### src/rtl/mod_inverse_bin.sv
// Modular inverse a^-1 mod m (odd m) by the binary extended Euclidean algorithm,
// one shift/subtract decision per clock, AXI-stream handshakes on both sides.
module mod_inverse_bin #(
  parameter int SIZE = 64
) (
  input  logic            clk,
  input  logic            rst,
  input  logic [SIZE-1:0] input_base_tdata,
  input  logic            input_base_tvalid,
  output logic            input_base_tready,
  input  logic [SIZE-1:0] input_modulus_tdata,
  input  logic            input_modulus_tvalid,
  output logic            input_modulus_tready,
  output logic [SIZE-1:0] output_tdata,
  output logic            output_tuser,
  output logic            output_tvalid,
  input  logic            output_tready
);

  typedef enum logic [1:0] {S_IDLE, S_CHECK, S_RUN, S_DONE} state_t;

  state_t          r_state;
  state_t          w_state_next;
  logic [SIZE-1:0] r_a, r_m, r_u, r_v, r_x1, r_x2;
  logic [SIZE-1:0] r_out_data;
  logic            r_out_user;
  logic            w_accept;
  logic            w_illegal;
  logic            w_run_term;
  logic            w_load;
  logic [SIZE-1:0] w_res_data;
  logic            w_res_err;

  // Halving mod m: an odd x is made even by adding m, using one extra bit so the carry survives.
  function automatic logic [SIZE-1:0] half_mod(input logic [SIZE-1:0] x, input logic [SIZE-1:0] m);
    logic [SIZE:0] s;
    s = x[0] ? ({1'b0, x} + {1'b0, m}) : {1'b0, x};
    return s[SIZE:1];
  endfunction

  // Both operands lie in [0, m), so the wrapped x - y + m is exact in SIZE bits.
  function automatic logic [SIZE-1:0] sub_mod(input logic [SIZE-1:0] x, input logic [SIZE-1:0] y,
                                              input logic [SIZE-1:0] m);
    return (x >= y) ? (x - y) : (x - y + m);
  endfunction

  assign w_accept   = (r_state == S_IDLE) && input_base_tvalid && input_modulus_tvalid;
  assign w_illegal  = !r_m[0] || (r_m < SIZE'(3)) || (r_a == '0) || (r_a >= r_m);
  assign w_run_term = (r_u == SIZE'(1)) || (r_v == SIZE'(1)) || (r_u == '0) || (r_v == '0);

  always_ff @(posedge clk) begin
    if (rst) r_state <= S_IDLE;
    else     r_state <= w_state_next;
  end

  always_comb begin
    w_state_next = r_state;
    w_load       = 1'b0;
    w_res_data   = '0;
    w_res_err    = 1'b0;
    case (r_state)
      S_IDLE:  if (w_accept) w_state_next = S_CHECK;
      S_CHECK: begin
        if (w_illegal) begin
          w_state_next = S_DONE;
          w_load       = 1'b1;
          w_res_err    = 1'b1;
        end else begin
          w_state_next = S_RUN;
        end
      end
      S_RUN: begin
        if (w_run_term) begin
          w_state_next = S_DONE;
          w_load       = 1'b1;
          if (r_u == SIZE'(1))      w_res_data = r_x1;
          else if (r_v == SIZE'(1)) w_res_data = r_x2;
          else                      w_res_err  = 1'b1;
        end
      end
      S_DONE:  if (output_tready) w_state_next = S_IDLE;
      default: w_state_next = S_IDLE;
    endcase
  end

  // Working registers carry no reset; CHECK re-initialises them for every operation.
  always_ff @(posedge clk) begin
    case (r_state)
      S_IDLE: begin
        if (w_accept) begin
          r_a <= input_base_tdata;
          r_m <= input_modulus_tdata;
        end
      end
      S_CHECK: begin
        r_u  <= r_a;
        r_v  <= r_m;
        r_x1 <= SIZE'(1);
        r_x2 <= '0;
      end
      S_RUN: begin
        if (!w_run_term) begin
          if (!r_u[0]) begin
            r_u  <= r_u >> 1;
            r_x1 <= half_mod(r_x1, r_m);
          end else if (!r_v[0]) begin
            r_v  <= r_v >> 1;
            r_x2 <= half_mod(r_x2, r_m);
          end else if (r_u >= r_v) begin
            r_u  <= r_u - r_v;
            r_x1 <= sub_mod(r_x1, r_x2, r_m);
          end else begin
            r_v  <= r_v - r_u;
            r_x2 <= sub_mod(r_x2, r_x1, r_m);
          end
        end
      end
      default: ;
    endcase
  end

  always_ff @(posedge clk) begin
    if (rst) begin
      r_out_data <= '0;
      r_out_user <= 1'b0;
    end else if (w_load) begin
      r_out_data <= w_res_data;
      r_out_user <= w_res_err;
    end
  end

  assign input_base_tready    = (r_state == S_IDLE);
  assign input_modulus_tready = (r_state == S_IDLE);
  assign output_tvalid        = (r_state == S_DONE);
  assign output_tdata         = r_out_data;
  assign output_tuser         = r_out_user;

endmodule

### config.mk
export PLATFORM = sky130hd
export DESIGN_NAME = mod_inverse_bin
export DESIGN_NICKNAME = d
export VERILOG_FILES = /design/src/rtl/mod_inverse_bin.sv
export SDC_FILE = /design/constraint.sdc
export NUM_CORES = 2
export LEC_CHECK = 0
export BUFFER_PORTS_ARGS = -buffer_cell sky130_fd_sc_hd__buf_2
export CAP_MARGIN = 30
export CORE_AREA = 2 2 345 347
export CTS_CLUSTER_DIAMETER = 120
export DETAILED_ROUTE_END_ITERATION = 8
export DIE_AREA = 0 0 347 349
export PLACE_DENSITY_LB_ADDON = 0.08
export SLEW_MARGIN = 30
export SYNTH_ARGS = -nofsm -noshare
export SYNTH_HDL_FRONTEND = slang
export SYNTH_SLANG_ARGS = --single-unit
### constraint.sdc
create_clock -name clk -period 19.2 [get_ports clk]
set_input_delay 4.8 -clock clk [delete_from_list [all_inputs] [get_ports clk]]
set_output_delay 4.8 -clock clk [all_outputs]
set_load 0.01 [all_outputs]
* Yosys cells after proc, flatten, opt, wreduce, memory -nomap -nowiden *
Index checks and enable logic that the tools add are counted.

operators by class
  add/subtract/negate cells = 8
  $lt $le $gt $ge = 5
  eq/ne operators = 13
  multiplexer cells = 40
  reduce and logical (&&, ||, !) cells = 20

operator list
  operator             count
  $mux 64              22
  $pmux 64 s2          4
  $ge 64x64->1         4
  $sub 64x64->64       4
  $logic_not 64->1     3
  $add 64x64->65       2
  $mux 65              2
  $add 64x64->64       2
  $eq 64x1->1 const B  2
  $lt 64x2->1 const B  1
  $ne 3x3->1 const B   3
  $pmux 2 s4           1
  $reduce_and 4->1     2
  $logic_or 1x1->1     6
  $mux 1               6
  $mux 2               3
  $ne 2x2->1 const B   3
  $reduce_and 3->1     2
  $eq 2x2->1 const B   2
  $ne 2x1->1 const B   2
  $pmux 1 s2           2
  $reduce_and 2->1     2
  $eq 2x1->1 const B   1
  $logic_and 1x1->1    2
  other kinds (3)      3

word-level totals
  register bits after elaboration = 451
  input bits = 133
  output and inout bits = 68
  logic and storage cells = 97

* Logic depth before layout (Yosys ltp) *
  depth in word-level cells = 8
  mapped depth = 31
  gate-level depth less buffers = 28

* Worst setup path after synthesis *
OpenSTA, ideal clock, no wires.

  path kind = flip-flop to flip-flop
  from = register r_u[0]
  to = register r_v[10] (enable)
  setup time = 0.806 ns
  arrival = 12.877 ns
  slack = 5.518 ns
  stages on the path, launching flop included = 17
  path buffers = 3
  period minus slack after synthesis = 13.682 ns
  cell sequence = edfxtp_1 -> clkinv_1 -> clkbuf_1 -> clkbuf_1 -> ha_1 -> inv_1 -> fa_1 -> a21oi_2 -> o21bai_4 -> a2111oi_4 -> nor3b_1 -> o21ai_0 -> nand3_1 -> a31oi_1 -> nor2_1 -> clkbuf_1 -> a21boi_0

on the way
  word-level cells in the longest chain between the ends = 6

ends and longest elaborated chain
  what                                                  RTL line  text
  start, declared                                       24        logic [SIZE-1:0] r_a, r_m, r_u, r_v, r_x1, r_x2;
  start signal, assigned                                96        r_u <= r_a;
  start signal, assigned                                104       r_u <= r_u >> 1;
  start signal, assigned                                110       r_u <= r_u - r_v;
  branches (longest 5 deep; another with $ge 64x64->1)  -
  $reduce_and 4->1 (no line) (*)                        -
  end signal, assigned                                  97        r_v <= r_m;
  end signal, assigned                                  107       r_v <= r_v >> 1;
  end signal, assigned                                  113       r_v <= r_v - r_u;
  end, declared                                         24

Mark *: on every way between the ends.
A chain may end at the register's enable or synchronous reset.

* Worst setup path in the final report *
  from = register r_x2[0]
  to = register r_x1[55] (data pin)

on the way
  word-level cells in the longest chain between the ends = 8

ends and longest elaborated chain
  what                    RTL line  text
  start, declared         24
  start signal, assigned  108       r_x2 <= half_mod(r_x2, r_m);
  start signal, assigned  114       r_x2 <= sub_mod(r_x2, r_x1, r_m);
  $sub 64x64->64          44        return (x >= y) ? (x - y) : (x - y + m);
  $add 64x64->64          44
  $mux 64 (*)             44
  $mux 64 (*)             109       end else if (r_u >= r_v) begin
  $mux 64 (*)             106       end else if (!r_v[0]) begin
  $mux 64 (*)             103       if (!r_u[0]) begin
  $mux 64 (*)             102       if (!w_run_term) begin
  $pmux 64 s2 (*)         88        case (r_state)
  end signal, assigned    105       r_x1 <= half_mod(r_x1, r_m);
  end signal, assigned    111       r_x1 <= sub_mod(r_x1, r_x2, r_m);
  end, declared           24

Every way passes the cells marked *; elsewhere a longest branch is shown, timed or not. The select of a mux whose other input is x is not followed.

==> summary.md <==
Detailed placement ended at an HPWL of 175,000 um. Counting flops and latches in the post-synthesis netlist gives 451. The proportion of synthesized flip-flops having asynchronous set or reset works out to 0. The largest individual stage delay along the critical path comes from the cell sky130_fd_sc_hd__edfxtp_1.

Area share of fa/ha/maj cells after synthesis: 0.145. For the final cell count without fillers, the log shows 8,182. The floorplan has 126 rows.

Core area: 0.117 mm2. STA classifies the critical path endpoint as a register. The maximum fanout along the worst path is 13, and the total placed cells including tap cells is 8,065.

The setup clock skew after layout is 41.8 ps. Number of hold violations in the final report: 0. The number of cells on the worst reg-to-reg path is 27. Following the worst setup path forward leads to its endpoint at r_x1[55]. Register area share after synthesis: 0.246. Area share of the largest cell type after synthesis: 0.220.

Counting every net in the synthesized netlist gives 7,346. The worst max-slew margin expressed relative to the limit was 0.313; the routability congestion estimate from global placement was 0.998. The largest single stage delay on the critical path is 740 ps. Dividing the detail-routed wire length by the instance count gives 26.7 um.

Counting flops with a built-in enable in the synthesized netlist gives 384. Entering global routing, the biggest net connects 91 pins. sky130_fd_sc_hd__edfxtp_1 takes more of the synthesized area than any other cell. The post-route fraction of the period consumed by the critical path was 0.376.

The worst hold path belongs to the class reg -> reg. Tracing the worst setup path back leads to its startpoint at r_x2[0]. The first global-routing pass estimated 318,000 um of wire.

The run finished with clean final reports. The transition at the pin with the smallest max-transition slack is 1020 ps, and the area added between synthesis and finish is 8.36%. After technology mapping, the gate count stands at 6,612. Counting the buffers created by CTS gives 61. The longest clock path from root to sink contains 3 buffers.

The run gives 0 as the global route total overflow. Buffers added to address setup during post-CTS repair amount to 0. The mean cell area of the mapped netlist works out to 7.93 um2. By area, the combinational part of the netlist is dominated by compound AO/OA/AOI/OAI gates.

After routing, the total negative slack on setup checks comes to 0 ps. The arrival time of the worst setup path was 7630 ps. The leading register cell type out of synthesis is sky130_fd_sc_hd__edfxtp_1. The share of the synthesized area in compound gates (AO/OA/AOI/OAI) was 0.311; the number of global-route vias before repair was 49,500.

The run gives 0.138 GHz as the highest clock frequency the design can meet. Across all register-to-register paths, the minimum setup slack is 11,970 ps. Setup repair after global routing left no endpoint under its margin. The logs give 0 for the post-detailed-route count of antenna-violating nets and 0 for the number of gates given a new drive strength after cts. The classification of the worst setup path was reg -> reg. Clock-pin slew was measured on the worst setup and hold paths at 70 ps. The H-tree depth reported by CTS was 2; the number of cells on the worst hold path was 2. Max-cap violations in this run came to 0. Count of endpoints failing setup in the final report: 0.

Most used cell along the critical path: sky130_fd_sc_hd__a21oi_1. The total via count after detailed routing is 52,700, and the wire length reported by the detailed router is 218,000 um. The total of hold buffers inserted after clock tree synthesis is 0. The library cell used most frequently in the layout, excluding fill and tap cells, is sky130_fd_sc_hd__a21oi_1. The proportion of synthesized area in mux cells was 0.0123. The tools report the number of distinct library cell variants in the gate-level netlist after synthesis as 96. The die area was 0.121 mm2. For the all-layer global routing usage, the log shows 0.346.

For this design the top-level I/O count stands at 201. The run gives 7,327 as the final net count. The share of layout cells above drive strength 1 was 0.0715; the xor-xnor portion of the synthesized cell area was 0.0765.

In the layout the commonest cells are sky130_fd_sc_hd__a21oi_1 (870), sky130_fd_sc_hd__ha_1 (592), sky130_fd_sc_hd__o21ai_0 (483). TritonCTS built the clock tree. The run gives 710 ps as the clock latency on the worst-skew pair. For the post-synthesis cell area, the log shows 0.0524 mm2.

The run gives 4 as the initial antenna violation count. The horizontal die dimension is 347 um, and the final count of pins violating max slew is 0. In the post-synthesis netlist, the biggest area contributors are sky130_fd_sc_hd__edfxtp_1 (22%), sky130_fd_sc_hd__ha_1 (14%), sky130_fd_sc_hd__a21oi_1 (8.3%).

For the worst setup path, the data required time is 19,600 ps. During synthesis, Yosys emitted a total of 0 warnings. For this design, the sink count on the clock tree is 451. The count of port buffers added during placement was 200. The time the final worst path needs with I/O delays and setup came out at 7230 ps. In this run the critical register-to-register path is captured at r_x1[55]. The root buffer cell chosen for the clock tree is sky130_fd_sc_hd__clkbuf_16. STA classifies the critical path startpoint as a register.

The DRC violations left is 0. The post-detailed-route via-to-cell ratio was 6.44; the number of DRC violations after detailed-routing iteration 0 was 5,628. The initial core utilization came out at 0.446. Chip height: 349 um. In this run the critical register-to-register path is launched from r_x2[0]. Area share of and/or/nand/nor cells after synthesis: 0.150.

The first TritonRoute pass finished after 6 iterations.
==> how the worst min path moves through the flow <==
stage / startpoint / to
final: output_tuser / output_tuser
after CTS: output_tuser / output_tuser
after global routing: output_tuser / output_tuser
after global placement: output_tdata[62] / output_tdata[62]
after floorplan: output_tuser / output_tuser
after detailed placement: output_tuser / output_tuser
==> flip-flops by register name (all words and copies together) (netlist names) <==
register / count
output_tdata: 64
output_tuser: 1
r_a: 64
r_m: 64
r_state: 2
r_u: 64
r_v: 64
r_x1: 64
r_x2: 64
==> logic make-up after synthesis <==
kind of cell    Yosys count
mux                      64
buf+inv                 818
flops                   451
compound gates         2556
fa+ha+maj               601
simple gates           1664
xor+xnor                458
==> Yosys cell counts (13+ instances only) <==
cell                       count
sky130_fd_sc_hd__a211o_1      19
sky130_fd_sc_hd__a211oi_1     62
sky130_fd_sc_hd__a21boi_0     22
sky130_fd_sc_hd__a21o_1      318
sky130_fd_sc_hd__a21oi_1     871
sky130_fd_sc_hd__a221o_1      24
sky130_fd_sc_hd__a221oi_1     72
sky130_fd_sc_hd__a22o_1       67
sky130_fd_sc_hd__a22oi_1      28
sky130_fd_sc_hd__a31oi_1      77
sky130_fd_sc_hd__a41oi_1      14
sky130_fd_sc_hd__and2_1       21
sky130_fd_sc_hd__and3_1       40
sky130_fd_sc_hd__buf_1        19
sky130_fd_sc_hd__buf_2        37
sky130_fd_sc_hd__clkbuf_1    289
sky130_fd_sc_hd__dfxtp_1      67
sky130_fd_sc_hd__edfxtp_1    384
sky130_fd_sc_hd__ha_1        593
sky130_fd_sc_hd__inv_1       464
sky130_fd_sc_hd__mux2i_1      61
sky130_fd_sc_hd__nand2_1     472
sky130_fd_sc_hd__nand2b_1     44
sky130_fd_sc_hd__nand3_1     123
sky130_fd_sc_hd__nand4_1     156
sky130_fd_sc_hd__nor2_1      469
sky130_fd_sc_hd__nor2b_1      62
sky130_fd_sc_hd__nor3_1       96
sky130_fd_sc_hd__nor4_1       85
sky130_fd_sc_hd__o211a_1      13
sky130_fd_sc_hd__o211ai_1     43
sky130_fd_sc_hd__o21a_1       53
sky130_fd_sc_hd__o21ai_0     483
sky130_fd_sc_hd__o21ai_1      17
sky130_fd_sc_hd__o21bai_1    145
sky130_fd_sc_hd__o221ai_1     29
sky130_fd_sc_hd__o22ai_1      53
sky130_fd_sc_hd__o31ai_1      25
sky130_fd_sc_hd__or2_2        21
sky130_fd_sc_hd__or3_1        31
sky130_fd_sc_hd__xnor2_1     302
sky130_fd_sc_hd__xor2_1      156
==> stage by stage <==
step / hold WS (ps) / instance area [um2] / util / worst slack [ps]
global placement: 456 / 54600 / 0.465 / 12170
CTS: 469 / 56800 / 0.483 / 12080
global route: 487 / 56800 / 0.484 / 11570
detailed placement: 459 / 54600 / 0.465 / 12130
finish: 465 / 56800 / 0.484 / 11970
floorplan: 469 / 52400 / - / 5520
==> critical path: cells and delay by family (launching register included) <==
kind | cells | cell delay (ps)
adder cells (fa/ha/maj) | 3 | 1020
XOR/XNOR | 2 | 430
flip-flops | 1 | 740
AO/OA/AOI/OAI | 20 | 4610
buffers and inverters | 2 | 130
==> routing by layer <==
metal,vias to the layer above,part of all wire,wire [um],GRT usage
met5,-,0,0,0
met4,0,0.041,9050,0.132
met3,329,0.085,18600,0.0408
met2,2449,0.42,92500,0.524
met1,25400,0.45,98200,0.501
li1,24500,-,-,-
==> cell type report <==
cell class                 count  area, um2
antenna                        1       2.50
clock buffer                  80       1740
sequential                   451      12900
fill                       11800      60700
timing repair buffer         268       1540
clock inverter                35        425
inverter                     468       1760
multi-input combinational   5343      36500
tap                         1536       1920
Power is left out: the tool's default activity adds up to more than one toggle a clock period on the data nets, which glitch-free logic cannot reach.
